## config.mk

```make
export PLATFORM = sky130hd
export DESIGN_NAME = product_accumulator
export DESIGN_NICKNAME = d
export VERILOG_FILES = /design/src/rtl/product_accumulator.sv
export SDC_FILE = /design/constraint.sdc
export NUM_CORES = 1
export LEC_CHECK = 0
export BUFFER_PORTS_ARGS = -buffer_cell sky130_fd_sc_hd__buf_2
export CAP_MARGIN = 20
export CORE_ASPECT_RATIO = 1.5
export CORE_MARGIN = 4
export CORE_UTILIZATION = 59
export DETAILED_ROUTE_END_ITERATION = 16
export PLACE_DENSITY_LB_ADDON = 0.15
export SYNTH_ARGS = -nofsm -noshare
export SYNTH_HDL_FRONTEND = slang
export SYNTH_SLANG_ARGS = --single-unit
```

## constraint.sdc

```tcl
create_clock -name clk -period 5.53 [get_ports clk]
set_clock_uncertainty 0.15 [all_clocks]
set_input_delay 1.106 -clock clk [delete_from_list [all_inputs] [get_ports clk]]
set_output_delay 1.106 -clock clk [all_outputs]
set_load 0.005 [all_outputs]
```

## src/rtl/product_accumulator.sv

```systemverilog
// Sums a programmed number of unsigned products into a wide accumulator and hands the total over valid/ready.
// Optional feature: define SATURATE_EN to clamp the accumulator to all-ones on overflow (default build wraps).
module product_accumulator #(
  parameter int PROD_W = 33,
  parameter int ACC_W  = 48,
  parameter int CNT_W  = 8
) (
  input  logic              clk,
  input  logic              rst_n,
  input  logic              start,
  input  logic [CNT_W-1:0]  len,
  input  logic              in_valid,
  input  logic [PROD_W-1:0] p_in,
  output logic              in_ready,
  output logic              out_valid,
  input  logic              out_ready,
  output logic [ACC_W-1:0]  acc_out,
  output logic              busy,
  output logic              overflow
);

  localparam logic [1:0] ST_IDLE  = 2'd0;
  localparam logic [1:0] ST_ACCUM = 2'd1;
  localparam logic [1:0] ST_HOLD  = 2'd2;

  logic [1:0]       state_q, state_d;
  logic [ACC_W-1:0] acc_q, acc_d;
  logic [CNT_W-1:0] rem_q, rem_d;
  logic             ovf_q, ovf_d;
  logic [ACC_W:0]   sum;

  always_comb begin
    state_d = state_q;
    acc_d   = acc_q;
    rem_d   = rem_q;
    ovf_d   = ovf_q;
    // One extra bit so the carry out of the accumulator is visible.
    sum     = {1'b0, acc_q} + (ACC_W+1)'(p_in);
    case (state_q)
      ST_IDLE: begin
        if (start) begin
          acc_d = '0;
          ovf_d = 1'b0;
          rem_d = len;
          state_d = (len != '0) ? ST_ACCUM : ST_HOLD;
        end
      end
      ST_ACCUM: begin
        if (in_valid) begin
          ovf_d = ovf_q | sum[ACC_W];
`ifdef SATURATE_EN
          // Once clamped, stay clamped for the remainder of the run.
          acc_d = (sum[ACC_W] || ovf_q) ? {ACC_W{1'b1}} : sum[ACC_W-1:0];
`else
          acc_d = sum[ACC_W-1:0];
`endif
          rem_d = rem_q - 1'b1;
          if (rem_q == CNT_W'(1)) begin
            state_d = ST_HOLD;
          end
        end
      end
      ST_HOLD: begin
        if (out_ready) begin
          state_d = ST_IDLE;
        end
      end
      default: state_d = ST_IDLE;
    endcase
  end

  always_ff @(posedge clk or negedge rst_n) begin
    if (!rst_n) begin
      state_q <= ST_IDLE;
      acc_q   <= '0;
      rem_q   <= '0;
      ovf_q   <= 1'b0;
    end else begin
      state_q <= state_d;
      acc_q   <= acc_d;
      rem_q   <= rem_d;
      ovf_q   <= ovf_d;
    end
  end

  assign in_ready  = (state_q == ST_ACCUM);
  assign out_valid = (state_q == ST_HOLD);
  assign busy      = (state_q == ST_ACCUM) || (state_q == ST_HOLD);
  assign acc_out   = acc_q;
  assign overflow  = ovf_q;

endmodule

```

Word-level counts from Yosys, hierarchy flattened
Index checks and enable logic that the tools add are counted.

word-level totals
  register bits after elaboration = 59
  input port bits = 46
  output and inout bits = 52
  word-level logic and storage cells = 35

cells by class
  add/subtract/negate cells = 2
  equal/unequal tests = 7
  muxes and demuxes = 15
  bitwise gates (word level) = 1
  reductions and logical operators = 6

operators with widths
  cell                   count
  $mux W48               2
  $pmux W48 S2           1
  $add A48 B33 Y49       1
  $mux W8                2
  $pmux W8 S2            1
  $mux W2                5
  $eq A8 B1 Y1 const B   1
  $reduce_bool A8 Y1     1
  $sub A8 B1 Y8 const B  1
  $pmux W2 S3            1
  $ne A2 B1 Y1 const B   2
  $ne A2 B2 Y1 const B   2
  $reduce_and A4 Y1      1
  $reduce_and A3 Y1      1
  $eq A2 B1 Y1 const B   1
  $eq A2 B2 Y1 const B   1
  $logic_not A2 Y1       1
  $mux W1                2
  $pmux W1 S2            1
  $reduce_bool A2 Y1     1
  $logic_or A1 B1 Y1     1
  $or A1 B1 Y1           1

Logic depth before layout (Yosys ltp)
Gate-level depths: netlist (run 1).

  depth in word-level cells = 4
  depth in mapped cells = 12
  mapped depth without buffers = 11

Worst setup path before layout (run 1)
Ideal clock, no wire load.

  path kind = in2reg
  from = input p_in[0]
  to = register ovf_q, in the netlist overflow
  library setup time = 119 ps
  arrival = 3521 ps
  data required time = 5261 ps
  setup slack = 1741 ps
  cell stages on the path = 12
  path buffers = 1
  cell sequence = ha_1 fa_1 a211oi_1 o21ai_0 a2bb2oi_1 a21oi_2 o31ai_2 o211a_1 o31a_2 buf_4 nor3_1 o21a_1

between the ends
  word-level cells in the longest chain between the ends = 4

RTL lines
  what                  RTL line  text
  from (decl)           13        input logic [PROD_W-1:0] p_in,
  $add A48 B33 Y49      38        sum = {1'b0, acc_q} + (ACC_W+1)'(p_in);
  $or A1 B1 Y1          50        ovf_d = ovf_q | sum[ACC_W];
  $mux W1               49        if (in_valid) begin
  $pmux W1 S2           39        case (state_q)
  to (signal assigned)  82        ovf_q <= ovf_d;
  to (decl)             29        logic ovf_q, ovf_d;

Every way passes these cells. The select of a mux whose other input is x is not followed.
A chain may end at the register's enable or synchronous reset.

Worst setup path in the final report (run 1)
  from = input p_in[0]
  to = register acc_q[34], in the netlist acc_out[34]

between the ends
  word-level cells in the longest chain between the ends = 3

RTL lines
  what                  RTL line  text
  $add A48 B33 Y49      38
  $mux W48              49
  $pmux W48 S2          39
  to (signal assigned)  75        acc_q <= '0;
  to (signal assigned)  80        acc_q <= acc_d;
  to (decl)             27        logic [ACC_W-1:0] acc_q, acc_d;

Every way passes these cells. The select of a mux whose other input is x is not followed.

==> qor.yml, run 1 <==
detailed_routing:
  vias: 4192
  drt_iter0_drc: 222
  wirelength_mm: 11.3
  drtPass1Iterations: 4
  drc: 0
  wl_per_cell_um: 16.3
  antenna_left: 0
  vias_per_cell: 6.08
sta:
  hold_viol: 0
  setup_violations: 0
  tightest_slew_ns: 1.02
  period_share_pct: 71.6
  setup_slack_ns: 1.57
  slew_headroom_pct: 31.8
  hold_slack_ns: 0.336
  max_freq_ghz: 0.253
  drv_slew: 0
  tns_ns: 0
  rsz0062_at_grt: "false"
  min_period_ns: 3.96
run:
  drv_cap: 0
clock_network:
  cts_setup_buffers: 0
  clk_latency_ns: 0.35
  cts_hold_buf: 0
  clk_pin_slew_ns: 0.06
  post_cts_resized: 0
  clockBufferDepth: 2
  cts_tree: "yes"
  numClockSinks: 59
  clockRootBuffer: "clkbuf_8"
  htreeDepth: 3
  cts_made_buffers: 9
logic_synthesis:
  synth_top_area_share_pct: 34.1
  mappedNetlistNets: 579
  yosys.area.top_type: "dfrtp_1"
  synth_area_leaders: "dfrtp_1 (34%), ha_1 (11%), o21ai_0 (5.7%)"
  synthCells: 494
  synth_edf_count: 0
  async_flop_share_pct: 100
  seq_area_frac_synth_pct: 34.1
  synth_seq_cells: 59
  ys_types: 54
  syn_area_per_cell_um2: 8.76
  ys.flop_type: "dfrtp_1"
  synth_area_um2: 4330
  yosysWarnings: 0
finish:
  fillCellCount: 601
  final_core_util_pct: 70.2
  antenna_cells: 0
  syn2layout_area_growth_pct: 16.5
  nets: 672
  drive_gt1_share_pct: 21.5
  postLayoutCellArea_um2: 5040
  layoutNonFillerInstCount: 690
die:
  die_y_um: 113
  die-area_um2: 8800
  initial_utilization_pct: 60.3
  fp.dieW_um: 77.9
  rows: 38
  core_um2: 7180
  ios: 98
critical_path:
  worstPathArrival_ns: 3.98
  critPathKind: "input port to flip-flop"
  crit_path_end_kind: "flip-flop"
  path_max_fanout: 15
  cp.required_ns: 5.55
  startpoint_type: "input port"
global_routing:
  grt_overflow: 0
  grtUsageMet3_pct: 4.94
  grt.total_usage_pct: 26.1
  use_met1_pct: 30.0
  met2_usage_pct: 45.3
  grt_pass1_vias: 4161
  busiest_layer: "met2"
  grt_pass1_wl_mm: 18.6
  grt_start_max_net_pins: 60
  antenna_found_initial: 0
place:
  routabilityCongestion: 0.918
  placed_area_um2: 4890
  preCtsSetupSlack_ns: 1.28
  io_buffers: 97
  dp.cells: 676
  hpwlAfterDp_mm: 8.34
status:
  status: "complete, no violations"
power_and_ir_drop:
  finalPower_mw: 2.06
  power_density_nw_per_um2: 409
  vdd_drop_max_mv: 0.226
  leakage_nw: 2.49
worst_hold_path:
  min_path_type: "flip-flop to flip-flop"
power breakdown:
group / leakage, nW / switching [mW] / internal, mW
registers: 0.787 / 0.103 / 0.539
clock network: 0.0815 / 0.166 / 0.154
logic: 1.62 / 0.653 / 0.448
state kept, by name (all words and copies together) (netlist names):
signal    count
acc_out      48
overflow      1
rem_q         8
state_q       2
worst max-delay path, cell delays in order:
cell	delay, ns
buf_2	0.10
ha_1	0.24
fa_1	0.44
a211oi_1	0.36
o21ai_0	0.16
a2bb2oi_1	0.25
a21oi_2	0.11
o31ai_2	0.40
o211a_1	0.26
o31a_2	0.33
or3_2	0.17
a21oi_1	0.06
routing by layer:
metal	vias to the layer above	routed length, um
li1	2029	-
met1	2004	4660
met2	122	5670
met3	37	496
met4	0	442
met5	-	0
path summary, 6_finish.rpt:
kind,cells past startpoint,end,from,slack [ns]
setup / recovery,12,acc_out[34],p_in[0],1.57
setup reg to reg,10,acc_out[39],state_q[1],1.84
max in group asynchronous,2,acc_out[22],rst_n,3.94
min in group asynchronous,2,rem_q[7],rst_n,0.76
hold / removal,1,overflow,overflow,0.34
hold reg to reg,1,overflow,overflow,0.34
layout by cell type, fill, tap and decap left out, types with 3 or more instances in the layout:
cell	instances
xnor2_1	15
a21o_1	7
a21oi_1	44
o21bai_1	6
and2_1	3
o211ai_1	3
nand2b_1	7
ha_1	38
a22o_1	25
o21ai_0	49
nand4_1	10
or3_1	11
clkinv_2	4
buf_2	97
o31ai_1	4
inv_1	14
nand3_1	20
xor2_1	16
nor2b_1	6
a32o_1	5
a31oi_1	4
dfrtp_1	59
o21a_1	8
nor3_1	8
nand2_1	38
and3_1	5
clkbuf_8	9
buf_4	3
or2_2	3
nor2_1	29
a211oi_1	3
or4_1	4
o41ai_1	3
cell type report:
class	count	area, um2	area share (%)
clock inverter	4	20.0	0.397
timing repair buffer	100	508	10.1
multi-input combinational	403	2730	54.2
inverter	14	52.6	1.04
tap	100	125	2.48
clock buffer	10	128	2.53
sequential	59	1480	29.3
synthesized netlist by cell type, types with 6 or more instances:
| library cell | count |
|---|---|
| xor2_1 | 16 |
| nor2b_1 | 6 |
| nand4_1 | 10 |
| o21a_1 | 8 |
| xnor2_1 | 15 |
| ha_1 | 38 |
| nand2_1 | 38 |
| a21o_1 | 7 |
| dfrtp_1 | 59 |
| a22o_1 | 25 |
| clkbuf_1 | 14 |
| inv_1 | 14 |
| a21oi_1 | 44 |
| nor2_1 | 29 |
| nor3_1 | 8 |
| o21ai_0 | 49 |
| o21bai_1 | 6 |
| nand3_1 | 20 |
| or3_1 | 11 |
| nand2b_1 | 7 |
kinds of logic after synthesis:
logic type | share of synthesized area [%]
and+or+nand+nor | 18.5
AOI/OAI and AO/OA | 26.4
muxes | 0.462
xor gates and xnor gates | 6.27
DFF | 34.1
buffers and inverters | 2.86
adders and majority gates | 11.4
(Power assumes the default switching activity.)
==> inputs of run 2 (changes only) <==
--- a/config.mk
+++ b/config.mk
@@ -9,7 +9,7 @@
 export CAP_MARGIN = 20
 export CORE_ASPECT_RATIO = 1.5
 export CORE_MARGIN = 4
-export CORE_UTILIZATION = 59
+export CORE_UTILIZATION = 55
 export DETAILED_ROUTE_END_ITERATION = 16
 export PLACE_DENSITY_LB_ADDON = 0.15
 export SYNTH_ARGS = -nofsm -noshare
==> constraint.sdc (replaced) <==
create_clock -name clk -period 4.1 [get_ports clk]
set_clock_uncertainty 0.15 [all_clocks]
set_input_delay 0.82 -clock clk [delete_from_list [all_inputs] [get_ports clk]]
set_output_delay 0.82 -clock clk [all_outputs]
set_load 0.005 [all_outputs]
==> qor.yml, run 2 (synthesized netlist as in run 1, its figures left out) <==
critical_path:
  crit_path_end_kind: "flip-flop"  # unchanged
  worstReg2RegStart: "acc_out[0]"  # was state_q[1]
  crit_buf_inv: 1  # unchanged
  worstPathArrival_ns: 3.70  # was 3.98 ns
  slowest_stage: "fa_1"  # unchanged
  critPathKind: "input port to flip-flop"  # unchanged
  path_max_fanout: 15  # unchanged
  startpoint_type: "input port"  # unchanged
  path_delay_family: "compound AO/OA/AOI/OAI gates"  # unchanged
  path_cells: "buf_2 -> ha_1 -> fa_1 -> a211oi_1 -> o21ai_0 -> a2bb2oi_1 -> a21oi_2 -> o31ai_2 -> o211a_1 -> o31a_2 -> or4_1 -> a21oi_1"  # was buf_2 -> ha_1 -> fa_1 -> a211oi_1 -> o21ai_0 -> a2bb2oi_1 -> a21oi_2 -> o31ai_2 -> o211a_1 -> o31a_2 -> or3_2 -> a21oi_1
  cp.required_ns: 4.12  # was 5.55 ns
  setup.worst_path.start: "p_in[0]"  # unchanged
  slowest_delay_ns: 0.44  # about the same
detailed_routing:
  met1Wirelength_mm: 4.49  # was 4.66 mm
  wl_met3_um: 601  # was 496 um
  wirelength_mm: 11.3  # about the same
  drtPass1Iterations: 5  # was 4
  wl_per_cell_um: 16.2  # was 16.3 um
  antenna_left: 0  # unchanged
  drc: 0  # unchanged
  vias: 4198  # was 4192
  top_layer_used: "met4"  # unchanged
  vias_per_cell: 6.01  # was 6.08
  drt_iter0_drc: 207  # was 222
  wl_met2_mm: 5.95  # was 5.67 mm
clock_network:
  clk_pin_slew_ns: 0.06  # about the same
  cts_tree: "yes"  # unchanged
  cts_made_buffers: 9  # unchanged
  clockBufferDepth: 2  # unchanged
  cts_hold_buf: 0  # unchanged
  numClockSinks: 59  # unchanged
  htreeDepth: 3  # unchanged
  clockRootBuffer: "clkbuf_16"  # was clkbuf_8
  clk_latency_ns: 0.34  # was 0.35 ns
  post_cts_resized: 0  # unchanged
  cts_setup_buffers: 0  # unchanged
sta:
  hold_viol: 0  # unchanged
  setup_violations: 0  # unchanged
  hold_slack_ns: 0.350  # was 0.336 ns
  period_share_pct: 89.7
  tns_ns: 0  # unchanged
  drv_slew: 0  # unchanged
  setup_slack_ns: 0.424  # was 1.57 ns
  max_freq_ghz: 0.272
  rsz0062_at_grt: "false"  # unchanged
  tightest_slew_ns: 0.976  # was 1.02 ns
  min_period_ns: 3.68
  slew_headroom_pct: 34.7  # was 31.8%
power_and_ir_drop:
  vdd_drop_max_mv: 0.383  # was 0.226 mV
  power_density_nw_per_um2: 592  # was 409 nW/um2
  leakage_nw: 2.57  # was 2.49 nW
place:
  hpwlAfterDp_mm: 8.42  # was 8.34 mm
  routabilityCongestion: 0.899  # was 0.918
  io_buffers: 97  # unchanged
  preCtsSetupSlack_ns: 0.121  # was 1.28 ns
run:
  drv_cap: 0  # unchanged
finish:
  drive_gt1_share_pct: 22.4  # was 21.5%
  antenna_cells: 0  # unchanged
  largest_register_ffs: 48  # unchanged
  syn2layout_area_growth_pct: 20.5  # was 16.5%
  nets: 677  # was 672
  fillCellCount: 644  # was 601
  final_cell_mix: "buf_2 (97), dfrtp_1 (59), o21ai_0 (49), a21oi_1 (44)"  # unchanged
  final_common_cell: "buf_2"  # unchanged
die:
  initial_utilization_pct: 56.5  # was 60.3%
  die_y_um: 117  # was 113 um
  ios: 98  # unchanged
  fp.dieW_um: 80.4  # was 77.9 um
  core_um2: 7660  # was 7180 um2
  die-area_um2: 9380  # was 8800 um2
  rows: 39  # was 38
global_routing:
  grt.total_usage_pct: 24.9  # was 26.1%
  grt_overflow: 0  # unchanged
  grt_start_max_net_pins: 40  # was 60
  grt_pass1_vias: 4234  # was 4161
  grt_pass1_wl_mm: 18.4  # was 18.6 mm
  antenna_found_initial: 0  # unchanged
worst_hold_path:
  min_path_type: "flip-flop to flip-flop"  # unchanged
  min-delay-start: "overflow"  # unchanged
status:
  status: "complete, no violations"  # unchanged
## run 2: area by class of cell
cell class,count,area (um2),area share (%)
Timing Repair Buffer,105,546,10.5
Multi-Input combinational cell,403,2730,52.4
Clock buffer,12,256,4.92
Inverter,14,52.6,1.01
Tap cell,102,128,2.45
Sequential cell,59,1480,28.3
Clock inverter,4,25.0,0.480
## run 2: path summary, 6_finish.rpt
| check | slack [ns] | to | cells past startpoint |
|---|---|---|---|
| max in group asynchronous | 2.50 | acc_out[4] | 2 |
| max reg2reg | 0.61 | acc_out[44] | 11 |
| min | 0.35 | overflow | 1 |
| min reg2reg | 0.35 | overflow | 1 |
| min in group asynchronous | 0.47 | acc_out[47] | 1 |
| max | 0.42 | acc_out[44] | 12 |
## run 2: metal layers
metal	track usage, %	vias to the layer above
met4	11.0	0
met3	4.63	28
li1	-	2042
met5	0	-
met1	28.2	2001
met2	44.9	127
## run 2: metrics by stage
step / utilization, % / power (mW) / cells / cell area [um2]
floorplan: - / 1.92 / 494 / 4330
global placement: 64.4 / 2.33 / 683 / 4930
detailed placement: 64.4 / 2.37 / 683 / 4930
CTS: 68.1 / 3.09 / 699 / 5220
global route: 68.1 / 3.33 / 699 / 5220
finish: 68.1 / 3.09 / 699 / 5220
## run 2: where the power goes
part	switching, mW	internal (mW)	total (mW)
logic	0.881	0.626	1.51
clock network	0.278	0.439	0.717
registers	0.136	0.728	0.863
total	1.29	1.79	3.09
==> inputs of run 3 (changes only) <==
--- a/config.mk
+++ b/config.mk
@@ -12,6 +12,7 @@
 export CORE_UTILIZATION = 55
 export DETAILED_ROUTE_END_ITERATION = 16
 export PLACE_DENSITY_LB_ADDON = 0.15
+export RECOVER_POWER = 25
 export SYNTH_ARGS = -nofsm -noshare
 export SYNTH_HDL_FRONTEND = slang
 export SYNTH_SLANG_ARGS = --single-unit
==> qor.yml, run 3 (synthesized netlist as in run 1, its figures left out) <==
global_routing:
  grt_overflow: 0  # unchanged
  grt.total_usage_pct: 24.9  # unchanged
  antenna_found_initial: 0  # unchanged
  grt_pass1_wl_mm: 18.4  # unchanged
  grt_start_max_net_pins: 40  # unchanged
  grt_pass1_vias: 4234  # unchanged
finish:
  layoutNonFillerInstCount: 699  # unchanged
  final_common_cell: "buf_2"  # unchanged
  final_cell_mix: "buf_2 (96), dfrtp_1 (59), o21ai_0 (49), a21oi_1 (44)"  # was buf_2 (97), dfrtp_1 (59), o21ai_0 (49), a21oi_1 (44)
  antenna_cells: 0  # unchanged
  fillCellCount: 647  # was 644
  largest_register_ffs: 48  # unchanged
  regArea_um2: 1480  # unchanged
  syn2layout_area_growth_pct: 20.4  # was 20.5%
  multiInputGateArea_um2: 2730  # unchanged
  nets: 677  # unchanged
  drive_gt1_share_pct: 22.1  # was 22.4%
place:
  hpwlAfterDp_mm: 8.42  # unchanged
  routabilityCongestion: 0.899  # unchanged
  dp.cells: 683  # unchanged
  io_buffers: 97  # unchanged
detailed_routing:
  antenna_left: 0  # unchanged
  drtPass1Iterations: 5  # unchanged
  wirelength_mm: 11.3  # about the same
  wl_per_cell_um: 16.2  # about the same
  drc: 0  # unchanged
  vias: 4200  # was 4198
  drt_iter0_drc: 208  # was 207
  vias_per_cell: 6.01  # about the same
clock_network:
  clk_latency_ns: 0.34  # about the same
  clockRootBuffer: "clkbuf_16"  # unchanged
  numClockSinks: 59  # unchanged
  cts_tree: "yes"  # unchanged
  cts_setup_buffers: 0  # unchanged
  cts_hold_buf: 0  # unchanged
  clockBufferDepth: 2  # unchanged
  clk_pin_slew_ns: 0.06  # about the same
  htreeDepth: 3  # unchanged
  post_cts_resized: 0  # unchanged
  cts_made_buffers: 9  # unchanged
status:
  violations: "max-capacitance violations, max-slew violations"
  status: "finished with violations"  # was complete, no violations
die:
  rows: 39  # unchanged
  initial_utilization_pct: 56.5  # unchanged
  die_y_um: 117  # unchanged
  ios: 98  # unchanged
  die-area_um2: 9380  # unchanged
  core_um2: 7660  # unchanged
  fp.dieW_um: 80.4  # unchanged
critical_path:
  worstPathArrival_ns: 3.71  # was 3.70 ns
  r2r_cells: 11  # unchanged
  cp.required_ns: 4.12  # about the same
  critPathKind: "input port to flip-flop"  # unchanged
  rrSetupSlack_ns: 0.61  # about the same
  worstReg2RegStart: "acc_out[0]"  # unchanged
  startpoint_type: "input port"  # unchanged
  crit_path_end_kind: "flip-flop"  # unchanged
  timing.rr.end: "acc_out[44]"  # unchanged
  path_max_fanout: 15  # unchanged
sta:
  tns_ns: 0  # unchanged
  min_period_ns: 3.68  # about the same
  slew_headroom_pct: -46.4  # was 34.7%
  drv_slew: 40  # was 0
  hold_viol: 0  # unchanged
  max_freq_ghz: 0.272  # about the same
  period_share_pct: 89.8  # was 89.7%
  setup_violations: 0  # unchanged
  tightest_slew_ns: 2.20  # was 0.976 ns
  rsz0062_at_grt: "false"  # unchanged
power_and_ir_drop:
  clkPwrFrac_pct: 23.2  # about the same
  power_density_nw_per_um2: 592  # about the same
  finalPower_mw: 3.08  # was 3.09 mW
  vdd_drop_max_mv: 0.382  # was 0.383 mV
  leakage_nw: 2.56  # was 2.57 nW
  intPower_mw: 1.79  # about the same
  power.switching_mw: 1.29  # about the same
  p_sw_share_pct: 41.9  # about the same
  combinationalPowerShare_pct: 48.8  # about the same
  pwr-share-seq_pct: 28.0  # about the same
worst_hold_path:
  min_to: "overflow"  # unchanged
  min_path_cells: 1  # unchanged
  min-delay-start: "overflow"  # unchanged
  min_path_type: "flip-flop to flip-flop"  # unchanged
run:
  drv_cap: 1  # was 0
[run 3: cell types whose count changed in the layout (fill, tap and decap cells not counted)]
cell	change
buf_2	-1
buf_4	-1
clkbuf_1	+2
[run 3: stage by stage]
stage          hold slack (ns)  utilization [%]  cell area, um2  setup WS (ns)
5_1_grt                  0.371             68.0            5210         0.0877
3_5_place_dp             0.335             64.4            4930          0.121
2_1_floorplan            0.325                -            4330          0.597
4_1_cts                  0.346             68.1            5220          0.445
6_report                 0.351             68.0            5210          0.418
3_3_place_gp             0.325             64.4            4930          0.226
[run 3: power by group through the flow]
stage	logic [mW]	registers [mW]	clock network, mW
finish	1.50	0.864	0.716
global route	1.69	0.887	0.744
CTS	1.51	0.863	0.716
detailed placement	1.49	0.871	0
global placement	1.47	0.862	0
floorplan	1.07	0.850	0
[run 3: per-layer routing]
| layer | vias up | GRT usage [%] | routed length [um] |
|---|---|---|---|
| li1 | 2041 | - | - |
| met1 | 1998 | 28.2 | 4500 |
| met2 | 133 | 44.9 | 5950 |
| met3 | 28 | 4.63 | 579 |
| met4 | 0 | 11.0 | 291 |
| met5 | - | 0 | 0 |
[run 3: worst max-delay path by stage]
stage	to	depth (start not counted)	startpoint	slack, ns
final	acc_out[44]	12	p_in[0]	0.42
after global routing	acc_out[46]	12	p_in[0]	0.09
after CTS	acc_out[46]	12	p_in[0]	0.45
after detailed placement	acc_out[46]	12	p_in[0]	0.12
after global placement	acc_out[36]	12	p_in[0]	0.23
after floorplan	overflow	12	p_in[0]	0.60
[run 3: final cells by class]
class | instances | area share (%)
multi-input combinational | 403 | 52.4
clock buffer | 12 | 4.92
tap | 102 | 2.45
clock inverter | 4 | 0.480
inverter | 14 | 1.01
sequential | 59 | 28.3
timing repair buffer | 105 | 10.4
[run 3: worst max-delay path: stages]
cell       delay, ns
buf_2           0.11
ha_1            0.23
fa_1            0.44
a211oi_1        0.35
o21ai_0         0.16
a2bb2oi_1       0.26
a21oi_2         0.11
o31ai_2         0.40
o211a_1         0.27
o31a_2          0.32
or4_1           0.17
a21oi_1         0.06
